## config.mk

```make
export PLATFORM = sky130hd
export DESIGN_NAME = pipe_hazard_ctrl
export DESIGN_NICKNAME = d
export VERILOG_FILES = /design/src/rtl/pipe_hazard_ctrl.sv
export SDC_FILE = /design/constraint.sdc
export NUM_CORES = 1
export LEC_CHECK = 0
export CAP_MARGIN = 20
export CORE_MARGIN = 2
export CORE_UTILIZATION = 30
export DETAILED_ROUTE_END_ITERATION = 8
export GPL_TIMING_DRIVEN = 0
export PLACE_DENSITY_LB_ADDON = 0.12
export SLEW_MARGIN = 20
export SYNTH_ARGS = -nofsm -noshare
export SYNTH_HDL_FRONTEND = slang
export SYNTH_SLANG_ARGS = --single-unit
```

## constraint.sdc

```tcl
create_clock -name clk -period 1.3 [get_ports clk]
set_input_delay 0.13 -clock clk [delete_from_list [all_inputs] [get_ports clk]]
set_output_delay 0.13 -clock clk [all_outputs]
set_load 0.01 [all_outputs]
```

## src/rtl/pipe_hazard_ctrl.sv

```systemverilog
// pipe_hazard_ctrl: pipeline sequencer for the 5-bit-PC RISC-V core.
// Handles load-use stalls, wrong-path flushes after taken jumps, and the
// pipeline drain that comes before a halt.
// Optional feature macro: PERF_CNT_EN adds saturating stall/flush counters.
module pipe_hazard_ctrl #(
  parameter int REG_W        = 5,
  parameter int FLUSH_CYCLES = 2,
  parameter int DRAIN_CYCLES = 3,
  parameter int CNT_W        = 16
) (
  input  logic             clk,
  input  logic             rst_n,
  input  logic [REG_W-1:0] id_rr1,
  input  logic [REG_W-1:0] id_rr2,
  input  logic             id_uses_rs1,
  input  logic             id_uses_rs2,
  input  logic [REG_W-1:0] ex_write_reg,
  input  logic             ex_mem_to_reg,
  input  logic             ex_reg_wren,
  input  logic             should_jump,
  input  logic             halt_detect,
  output logic             pc_hold,
  output logic             ifid_hold,
  output logic             ifid_flush,
  output logic             idex_bubble,
  output logic             halted
`ifdef PERF_CNT_EN
  ,
  output logic [CNT_W-1:0] stall_cnt,
  output logic [CNT_W-1:0] flush_cnt
`endif
);

  localparam int MAXC = (FLUSH_CYCLES > DRAIN_CYCLES) ? FLUSH_CYCLES : DRAIN_CYCLES;
  localparam int CW   = $clog2(MAXC + 1);
  localparam logic [CW-1:0] FLUSH_RELOAD = CW'(FLUSH_CYCLES - 1);
  localparam logic [CW-1:0] DRAIN_LOAD   = CW'(DRAIN_CYCLES);
  localparam logic [CW-1:0] CNT_ONE      = CW'(1);

  typedef enum logic [1:0] {
    RUN    = 2'd0,
    FLUSH  = 2'd1,
    DRAIN  = 2'd2,
    HALTED = 2'd3
  } state_t;

  state_t        state, next_state;
  logic [CW-1:0] cnt, next_cnt;
  logic          load_use;

  // x0 is hardwired zero, so a load targeting it can never create a hazard.
  assign load_use = ex_mem_to_reg & ex_reg_wren & (ex_write_reg != '0) &
                    ((id_uses_rs1 & (id_rr1 == ex_write_reg)) |
                     (id_uses_rs2 & (id_rr2 == ex_write_reg)));

  // State and cycle-count registers; reset drops any flush or drain in progress.
  always_ff @(posedge clk or negedge rst_n) begin
    if (!rst_n) begin
      state <= RUN;
      cnt   <= '0;
    end else begin
      state <= next_state;
      cnt   <= next_cnt;
    end
  end

  // Next-state and output decode: jump beats halt beats load-use, outputs react in the same cycle.
  always_comb begin
    next_state  = state;
    next_cnt    = cnt;
    pc_hold     = 1'b0;
    ifid_hold   = 1'b0;
    ifid_flush  = 1'b0;
    idex_bubble = 1'b0;
    halted      = 1'b0;
    case (state)
      RUN: begin
        if (should_jump) begin
          ifid_flush  = 1'b1;
          idex_bubble = 1'b1;
          if (FLUSH_CYCLES > 1) begin
            next_state = FLUSH;
            next_cnt   = FLUSH_RELOAD;
          end
        end else if (halt_detect) begin
          next_state = DRAIN;
          next_cnt   = DRAIN_LOAD;
        end else if (load_use) begin
          pc_hold     = 1'b1;
          ifid_hold   = 1'b1;
          idex_bubble = 1'b1;
        end
      end
      FLUSH: begin
        ifid_flush  = 1'b1;
        idex_bubble = 1'b1;
        if (should_jump) begin
          next_cnt = FLUSH_RELOAD;
        end else if (cnt == CNT_ONE) begin
          next_state = RUN;
          next_cnt   = '0;
        end else begin
          next_cnt = cnt - CNT_ONE;
        end
      end
      DRAIN: begin
        if (should_jump) begin
          ifid_flush  = 1'b1;
          idex_bubble = 1'b1;
          if (FLUSH_CYCLES > 1) begin
            next_state = FLUSH;
            next_cnt   = FLUSH_RELOAD;
          end else begin
            next_state = RUN;
            next_cnt   = '0;
          end
        end else begin
          pc_hold    = 1'b1;
          ifid_flush = 1'b1;
          if (cnt == CNT_ONE) begin
            next_state = HALTED;
            next_cnt   = '0;
          end else begin
            next_cnt = cnt - CNT_ONE;
          end
        end
      end
      HALTED: begin
        halted     = 1'b1;
        pc_hold    = 1'b1;
        ifid_flush = 1'b1;
      end
      default: begin
        next_state = RUN;
        next_cnt   = '0;
      end
    endcase
    if (!rst_n) begin
      pc_hold     = 1'b0;
      ifid_hold   = 1'b0;
      ifid_flush  = 1'b0;
      idex_bubble = 1'b0;
      halted      = 1'b0;
    end
  end

`ifdef PERF_CNT_EN
  logic stall_evt;
  logic flush_evt;

  assign stall_evt = ifid_hold;
  assign flush_evt = ifid_flush & (state != HALTED);

  // Saturating performance counters for stall cycles and flush/drain cycles.
  always_ff @(posedge clk or negedge rst_n) begin
    if (!rst_n) begin
      stall_cnt <= '0;
      flush_cnt <= '0;
    end else begin
      if (stall_evt && (stall_cnt != '1)) stall_cnt <= stall_cnt + 1'b1;
      if (flush_evt && (flush_cnt != '1)) flush_cnt <= flush_cnt + 1'b1;
    end
  end
`else
  // Without PERF_CNT_EN this build carries no performance counters.
`endif

endmodule

```

* Yosys cells after proc, flatten, opt, wreduce, memory -nomap -nowiden
Index checks and enable logic that the tools add are counted.
Cells by class: $add $sub $neg 1, multipliers 0, div/mod/pow operators 0, magnitude comparators 0, eq/ne operators 10, shift operators 0, muxes and demuxes 28, bitwise operators 6, reductions and logical operators 8
Operators by type and width (number):
- $mux W2 | 10
- $mux W1 | 13
- $eq A5 B5 Y1 | 2
- $ne A3 B3 Y1 const B | 2
- $pmux W1 S3 | 2
- $pmux W2 S3 | 1
- $and A1 B1 Y1 | 5
- $reduce_and A5 Y1 | 1
- $reduce_bool A5 Y1 | 1
- $eq A2 B1 Y1 const B | 2
- $eq A2 B2 Y1 const B | 2
- $ne A2 B2 Y1 const B | 2
- $pmux W2 S2 | 1
- $reduce_bool A3 Y1 | 1
- $reduce_or A3 Y1 | 1
- $logic_not A2 Y1 | 1
- $pmux W1 S2 | 1
- $reduce_and A2 Y1 | 1
- $reduce_bool A2 Y1 | 1
- $reduce_or A2 Y1 | 1
- $sub A2 B1 Y2 const B | 1
- $or A1 B1 Y1 | 1
Storage, ports and cells: flip-flop bits (word level) 4, bits in latches 0, bits in writable memories 0, ROM bits 0, bits of input ports 23, output and inout bits 5, memories 0

* Longest topological paths before layout
Gate-level depths: netlist of the first run.
depth in word-level cells 9, gate-level depth with buffers 6, depth with buffers taken out 6

* Least setup slack after synthesis of the first run
No wires, ideal clock.
kind register to register, start reg state[0], end reg state[1], setup time 126 ps, data arrival time 1251 ps, setup slack -77 ps, stages on the path, launching flop included 6, clock period less this slack 1377 ps, cells stage by stage dfrtp_1 inv_1 ha_1 a31oi_1 nand2_1 mux2i_1
On the way: longest elaborated chain between the ends 3
Ends and longest elaborated chain:
- start: declaration | line 47 | state_t state, next_state;
- start signal: assignment | line 62 | state <= next_state;
- $eq A2 B2 Y1 (tied with other cells) | line 76 | case (state)
- $ne A3 B3 Y1 (no source line) (tied with other cells)
- $reduce_and A5 Y1 (no source line)
Parallel ways exist; a longest one is shown, timed or not. A chain may end at the register's enable or synchronous reset.

* Worst setup path after layout of the first run
start reg state[1], end out idex_bubble
On the way: longest elaborated chain between the ends 3
Ends and longest elaborated chain:
- $eq A2 B2 Y1 (tied with other cells) | line 76
- $pmux W1 S3 * | line 76
- $mux W1 * | line 138 | if (!rst_n) begin
- end: declaration | line 25 | output logic idex_bubble,
Every way passes the cells marked *; elsewhere a longest branch is shown, timed or not.

==> impl_summary.md, run 1 <==
Logic synthesis
The average instance area after synthesis is 8.47 um^2. The number of nets in the synthesized netlist is 89. The biggest area consumer among synthesized cells is sky130_fd_sc_hd__dfrtp_1.

The count of unique library cells instantiated by Yosys is 23. The post-synthesis cell area is 508 um^2. Of the synthesized area, sequential elements account for 0.197. The instance count of the mapped netlist is 60. The number of flip-flops and latches in the synthesized netlist is 4. The area share of the largest cell type after synthesis is 0.197. By area the synthesized netlist is led by sky130_fd_sc_hd__dfrtp_1 20%, sky130_fd_sc_hd__ha_1 15%, sky130_fd_sc_hd__xor2_1 14%. For this run, the number of Yosys warnings is 0.

Power and ir drop
Dividing total power by cell area gives a power density of 1410 mW/mm^2. The proportion of total power due to net switching is 0.399. The share of total power dissipated in the clock network is 0.100. The internal power of the cells is 874 uW. The static leakage is 0.000461 uW. The share of total power in combinational logic is 0.732.

IR analysis of the VDD net gives a maximum drop of 0.988 mV. The share of total power dissipated in sequential elements is 0.168. Summed over all nets, the switching power comes to 580 uW.

GRT
The initial antenna violation count is 0. The total congestion overflow is 0. The pin count of the biggest net entering global routing is 9. The first global-routing pass estimated 2330 um of wire. The number of global-route vias before repair is 544. The aggregate global-route resource usage is 0.156.

Setup path
The worst setup path is launched from a flop. The kind of cell adding the most delay to the critical path is flip-flops. The cell with the largest stage delay on the worst path is sky130_fd_sc_hd__dfrtp_2. The data arrival time of the worst path is 1370 ps. The worst setup path is captured at an output port. Walking the worst path, the cells encountered are buf_6 > ha_4 > nand3b_1 > o21ai_1 > buf_2. At the worst endpoint, the required time is 1170 ps. The critical path is of the flop to output port type. The critical path contains buffers and inverters numbering 2 combined. Of all nets on the critical path, the largest fanout is 5. In this design, the stage delay of the slowest critical-path cell is 440 ps.

Drt
The DRC violation total after the first TritonRoute iteration is 1. The final route contains 570 vias. The routed length per instance is 12.5 um. Wires add up to 1460 um.

The via density per instance is 4.87. The number of antenna-violating nets in the routed design is 0. The DRC violation count after routing is 0. The first TritonRoute pass finished after 3 iterations.

STA
The worst-case headroom to the max-slew limit is 0.792. The count of final setup violators is 8. The maximum clock frequency is 667 MHz. The aggregate negative setup slack is -646 ps. The final count of pins violating max slew came to 0. Dividing the final minimum period by the clock period gives 1.15. The actual slew at the worst max-slew pin is 312 ps. The post-route worst hold slack is 525 ps. Setup repair after global routing could not meet its margin everywhere. Once routing completed, OpenROAD measured the worst setup slack at -198 ps. Counting I/O delays and the setup requirement, the final critical path takes 1500 ps. The setup clock skew after layout is 1.39 ps. The number of hold violations in the final report came to 0.

Run
The number of max-cap violations is 0.

Finish
In the final layout, the share of cells above drive strength 1 is 0.545. The repair_antennas step left the layout with diodes totalling 0. The net count of the finished layout is 132. The final core utilization is 0.667. The number of cells in the finished layout apart from fillers is 117. The fill cell instance count of the final layout is 128. The area growth from synthesis to layout is 102%.

Clocking
The clock tree root driver cell is sky130_fd_sc_hd__clkbuf_4. The insertion delay to the later sink of the worst-skew pair is 230 ps. The clock net in this run drives a total of 4 sinks. In this run the number of H-tree levels came out at 1.

Counting along the longest clock path gives a buffer depth of 2. Clock-pin slew was measured on the worst setup and hold paths at 30 ps. The clock buffer count from CTS is 3. The TritonCTS clock tree is done.

Die
The total area inside the core boundary comes to 0.00154 mm^2. The number of rows created at floorplan is 14. From bottom edge to top edge, the die measures 45.2 um. The I/O pin count is 28. The die extent in x is 45.2 um. The initial utilization of the core area, before any placement, comes to 0.330. The area of the die is 0.00204 mm^2.

Status
The flow ran to the end, but the final reports show violations. The checks that failed: negative setup slack.

Placed design
The cell count after placement is 103. The global placer's final weighted congestion is 0.715. The estimated wirelength of the detail-placed design is 1060 um. The number of buffer cells added on primary ports is 27.

Worst hold path
The path class of the tightest hold or removal check is input pin to asynchronous set/reset pin.
layout by cell type (no fill, tap or decap), types with 4 or more instances in the layout:
cell type and n:
sky130_fd_sc_hd__buf_4 8, sky130_fd_sc_hd__clkbuf_2 7, sky130_fd_sc_hd__clkdlybuf4s50_1 6, sky130_fd_sc_hd__xor2_2 5, sky130_fd_sc_hd__o21ai_1 5, sky130_fd_sc_hd__buf_6 5
sky130_fd_sc_hd__buf_2 5, sky130_fd_sc_hd__inv_1 4, sky130_fd_sc_hd__mux2i_1 4, sky130_fd_sc_hd__ha_4 4
cell usage after synthesis (all sizes together):
cell type,count
a21boi,1
a21oi,2
a31oi,1
a32oi,1
and2,2
and3,1
and4bb,1
dfrtp,4
ha,6
inv,6
mux2i,4
nand2,1
nand3b,1
nand4b,2
nor2,4
nor2b,3
nor3,1
nor4,2
o21ai,6
o2bb2ai,1
xnor2,2
xor2,8
cells by family (layout without fill, tap and decap cells):
logic type | Yosys count | after routing | synth area share
compound gates | 12 | 12 | 0.140
fa+ha+maj | 6 | 6 | 0.148
xor+xnor | 10 | 10 | 0.172
flops | 4 | 4 | 0.197
simple gates | 18 | 18 | 0.219
mux | 4 | 4 | 0.0788
buf+inv | 6 | 47 | 0.0443
timing repair:
| item | in CTS | in global routing |
|---|---|---|
| pin swaps | 10 | 9 |
| endpoints found under the setup margin | 8 | 9 |
| buffers inserted | 5 | 5 |
| gates resized for setup | 73 | 40 |
| hold buffers | 1 | 0 |
| hold endpoints to repair | 4 | 0 |
state kept, by name, summed over array words and instances, names as in the netlist:
register / cells
cnt: 2
state: 2
cell type report:
type | count | area [um^2] | share of cell area
Clock buffer | 3 | 22.5 | 0.0219
Inverter | 6 | 27.5 | 0.0268
Multi-Input combinational cell | 50 | 547 | 0.532
Sequential cell | 4 | 101 | 0.0985
Tap cell | 16 | 20.0 | 0.0195
Timing Repair Buffer | 38 | 310 | 0.302
through the flow:
| stage | setup WS (ps) | total power [uW] | cell area (um^2) |
|---|---|---|---|
| after floorplan | 1.37 | 664 | 514 |
| after detailed placement | -962 | 905 | 805 |
| after global routing | -265 | 1570 | 1030 |
| after CTS | -205 | 1290 | 923 |
| final | -198 | 1450 | 1030 |
| after global placement | -964 | 891 | 805 |
metal layers:
layer,routed length (um),vias to the layer above,track usage
met2,805,16,0.283
met3,76,0,0.0240
met1,583,266,0.177
met5,0,-,0
met4,0,0,0.0706
li1,-,288,-
power by group through the flow:
stage          logic (uW)  clock network (uW)  registers, uW
2_1_floorplan         453                   0            211
3_3_place_gp          675                   0            216
3_5_place_dp          687                   0            219
4_1_cts               903                 154            232
5_1_grt              1170                 157            251
6_report             1060                 145            244
worst paths after layout:
path / from / endpoint / slack, ps / depth (start not counted)
max in group asynchronous: rst_n / state[1] / 580 / 2
max: state[1] / idex_bubble / -200 / 5
min: rst_n / state[0] / 530 / 2
max reg2reg: state[1] / state[1] / -30 / 5
min reg2reg: cnt[1] / cnt[1] / 530 / 2
min in group clk: cnt[1] / cnt[1] / 530 / 2
Note: power is estimated with default switching activity, not from simulation.
==> run 2, diff against run 1 <==
Settings changed: SLEW_MARGIN 20 to 30, TNS_END_PERCENT set to 30.
==> impl_summary.md, run 2 (synthesis results as in run 1) <==
Run
The number of max-cap violations is 0 (unchanged).

Drt
The routed length per instance came to 12.5 um (-0.42%). The final wirelength is 1410 um (-3.8%). The DRC violation total after the first TritonRoute iteration is 1 (unchanged). The DRC violation count after routing is 0 (unchanged). The via count came to 557 (-2.3%). The number of antenna-violating nets in the routed design is 0 (unchanged). The via density per instance came to 4.93 (+1.2%). The number of search-and-repair iterations in the first detailed-routing pass is 4 (+1).

Status
The run finished, with violations left. The final reports fail on negative setup slack.

Die
The I/O pin count is 28 (unchanged). The vertical die dimension was 45.2 um (unchanged). The area inside the core boundary is 0.00154 mm^2 (unchanged).

The die extent in x is 45.2 um (unchanged). The number of rows created at floorplan is 14 (unchanged). The initial core utilization came to 0.330 (unchanged).

The area of the die is 0.00204 mm^2 (unchanged).

STA
The shortest clock period the worst path allows after layout was 1500 ps (-1.81 ps). The count of final setup violators came to 8 (unchanged). The number of hold violations in the final report is 0 (unchanged). The maximum clock frequency is 668 MHz (+0.12%).

The post-route worst hold slack was 521 ps (-4.70 ps). The final count of pins violating max slew is 0 (unchanged). Setup repair after global routing could not meet its margin everywhere. The post-route clock period utilization is 1.15 (-0.00140). The setup clock skew after layout came to 1.39 ps (unchanged).

The actual slew at the worst max-slew pin is 267 ps (-44.7 ps). The worst-case headroom to the max-slew limit is 0.821 (+0.0295). The worst setup margin is -197 ps (+1.81 ps).

GRT
The total congestion overflow is 0 (unchanged). The wire length of the first global-routing pass is 2370 um (+1.8%). The aggregate global-route resource usage is 0.160 (+0.00411). The number of global-route vias before repair came to 546 (+0.37%). The initial antenna violation count is 0 (unchanged). The pin count of the biggest net entering global routing is 9 (unchanged).

Placed design
The estimated wirelength of the detail-placed design was 1060 um (unchanged). The number of buffer cells added on primary ports is 27 (unchanged). The worst setup timing slack at the placement stage is -962 ps (unchanged). The global placer's final weighted congestion came to 0.715 (unchanged).

The cell count after placement is 103 (unchanged).

Clocking
The number of clock sinks is 4 (unchanged). The clock-pin slew on the worst setup and hold paths came to 30 ps (about the same). The maximum number of buffers from clock root to sink is 2 (unchanged).

The clock tree root driver cell is sky130_fd_sc_hd__clkbuf_4. The clock buffer count from CTS is 3 (unchanged). The insertion delay to the later sink of the worst-skew pair is 230 ps (about the same).

TritonCTS built the clock tree. The maximum level of the CTS H-tree is 1 (unchanged).

Finish
The most common cell after layout, fill and taps aside is sky130_fd_sc_hd__dlygate4sd2_1. The fraction of final layout cells sized beyond drive strength 1 is 0.340 (-0.204). The final core utilization came to 0.607 (-0.0601).

The layout-stage area growth over the synthesis result is 84.2%. Leaving out fill and tap cells, the most frequent cells in the layout are 10 x sky130_fd_sc_hd__dlygate4sd2_1, 8 x sky130_fd_sc_hd__xor2_1, 7 x sky130_fd_sc_hd__clkdlybuf4s50_1. The net count of the finished layout is 128 (-3.0%). The number of cells in the finished layout apart from fillers is 113 (-3.4%). The largest registers in the layout are cnt (2), state (2). The fill cell instance count of the final layout is 149 (+16%). The antenna diode instance count was 0 (unchanged).

Setup path
The required time of the worst setup path is 1170 ps (about the same). The type of element capturing the critical path is an output port. The largest driver fanout on the critical path was 5 (unchanged). The critical path launch point type is a flop. The data arrival time of the worst path is 1370 ps (about the same). The setup path with the least slack is of type flop to output port.

Power and ir drop
The maximum ir drop on the vdd rail is 0.968 mV (-2.1%). The static leakage is 0.000416 uW (-9.6%). The areal power density over the cells is 1420 mW/mm^2 (+0.20%).

Worst hold path
The worst min-delay path category is input pin to asynchronous set/reset pin.
[run 2: cell count changes in the layout (fill, tap and decap cells not counted), moves of 3 or more]
cell,delta
sky130_fd_sc_hd__buf_4,-3
sky130_fd_sc_hd__buf_6,-3
sky130_fd_sc_hd__clkbuf_2,-7
sky130_fd_sc_hd__dlygate4sd2_1,+7
sky130_fd_sc_hd__xor2_1,+5
sky130_fd_sc_hd__xor2_2,-5
[run 2: final cells by class]
| cell class | instances | area [um^2] | share of cell area |
|---|---|---|---|
| tap | 16 | 20.0 | 0.0214 |
| sequential | 4 | 101 | 0.108 |
| inverter | 6 | 25.0 | 0.0267 |
| multi-input combinational | 50 | 478 | 0.511 |
| timing repair buffer | 34 | 289 | 0.309 |
| clock buffer | 3 | 22.5 | 0.0241 |
[run 2: worst paths after layout]
| kind | slack [ps] | to | start | cells past startpoint |
|---|---|---|---|---|
| worst max register to register | -130 | state[1] | state[1] | 5 |
| worst min-delay path | 520 | state[0] | rst_n | 2 |
| min in group clk | 530 | cnt[1] | cnt[1] | 2 |
| worst min register to register | 530 | cnt[1] | cnt[1] | 2 |
| worst max-delay path | -200 | idex_bubble | state[1] | 5 |
| max in group asynchronous | 590 | state[1] | rst_n | 2 |
[run 2: report_power, final]
group | internal [uW] | switching [uW] | leakage (uW)
Sequential | 186 | 54.9 | 0.0000458
Combinational | 505 | 435 | 0.000357
Clock | 103 | 42.4 | 0.0000138
[run 2: metal layers]
layer | vias to the layer above | part of all wire | track usage
met5 | - | 0 | 0
met4 | 0 | 0 | 0.0706
met3 | 0 | 0.058 | 0.0240
met2 | 16 | 0.56 | 0.303
met1 | 253 | 0.38 | 0.172
li1 | 288 | - | -
[run 2: metrics by stage]
step	TNS (ps)	area, um^2	power (uW)
after floorplan	0	514	664
after global placement	-3860	805	891
after detailed placement	-3910	805	905
after CTS	-926	915	1270
after global routing	-1560	936	1440
final	-911	936	1330
[run 2: critical path, cell delays in order, from the launching register on]
cell and delay, ps:
sky130_fd_sc_hd__dfrtp_2 440, sky130_fd_sc_hd__buf_6 130, sky130_fd_sc_hd__ha_4 160, sky130_fd_sc_hd__nand3b_1 150
sky130_fd_sc_hd__o21ai_1 110, sky130_fd_sc_hd__buf_2 140
[run 2: what timing repair did]
item                                    4_1_cts  5_1_grt
hold buffers                                  1        0
buffers inserted                              5        1
pin swaps                                    10        5
endpoints found under the setup margin        8        9
endpoints found under the hold margin         4        0
resized for setup                            70        5
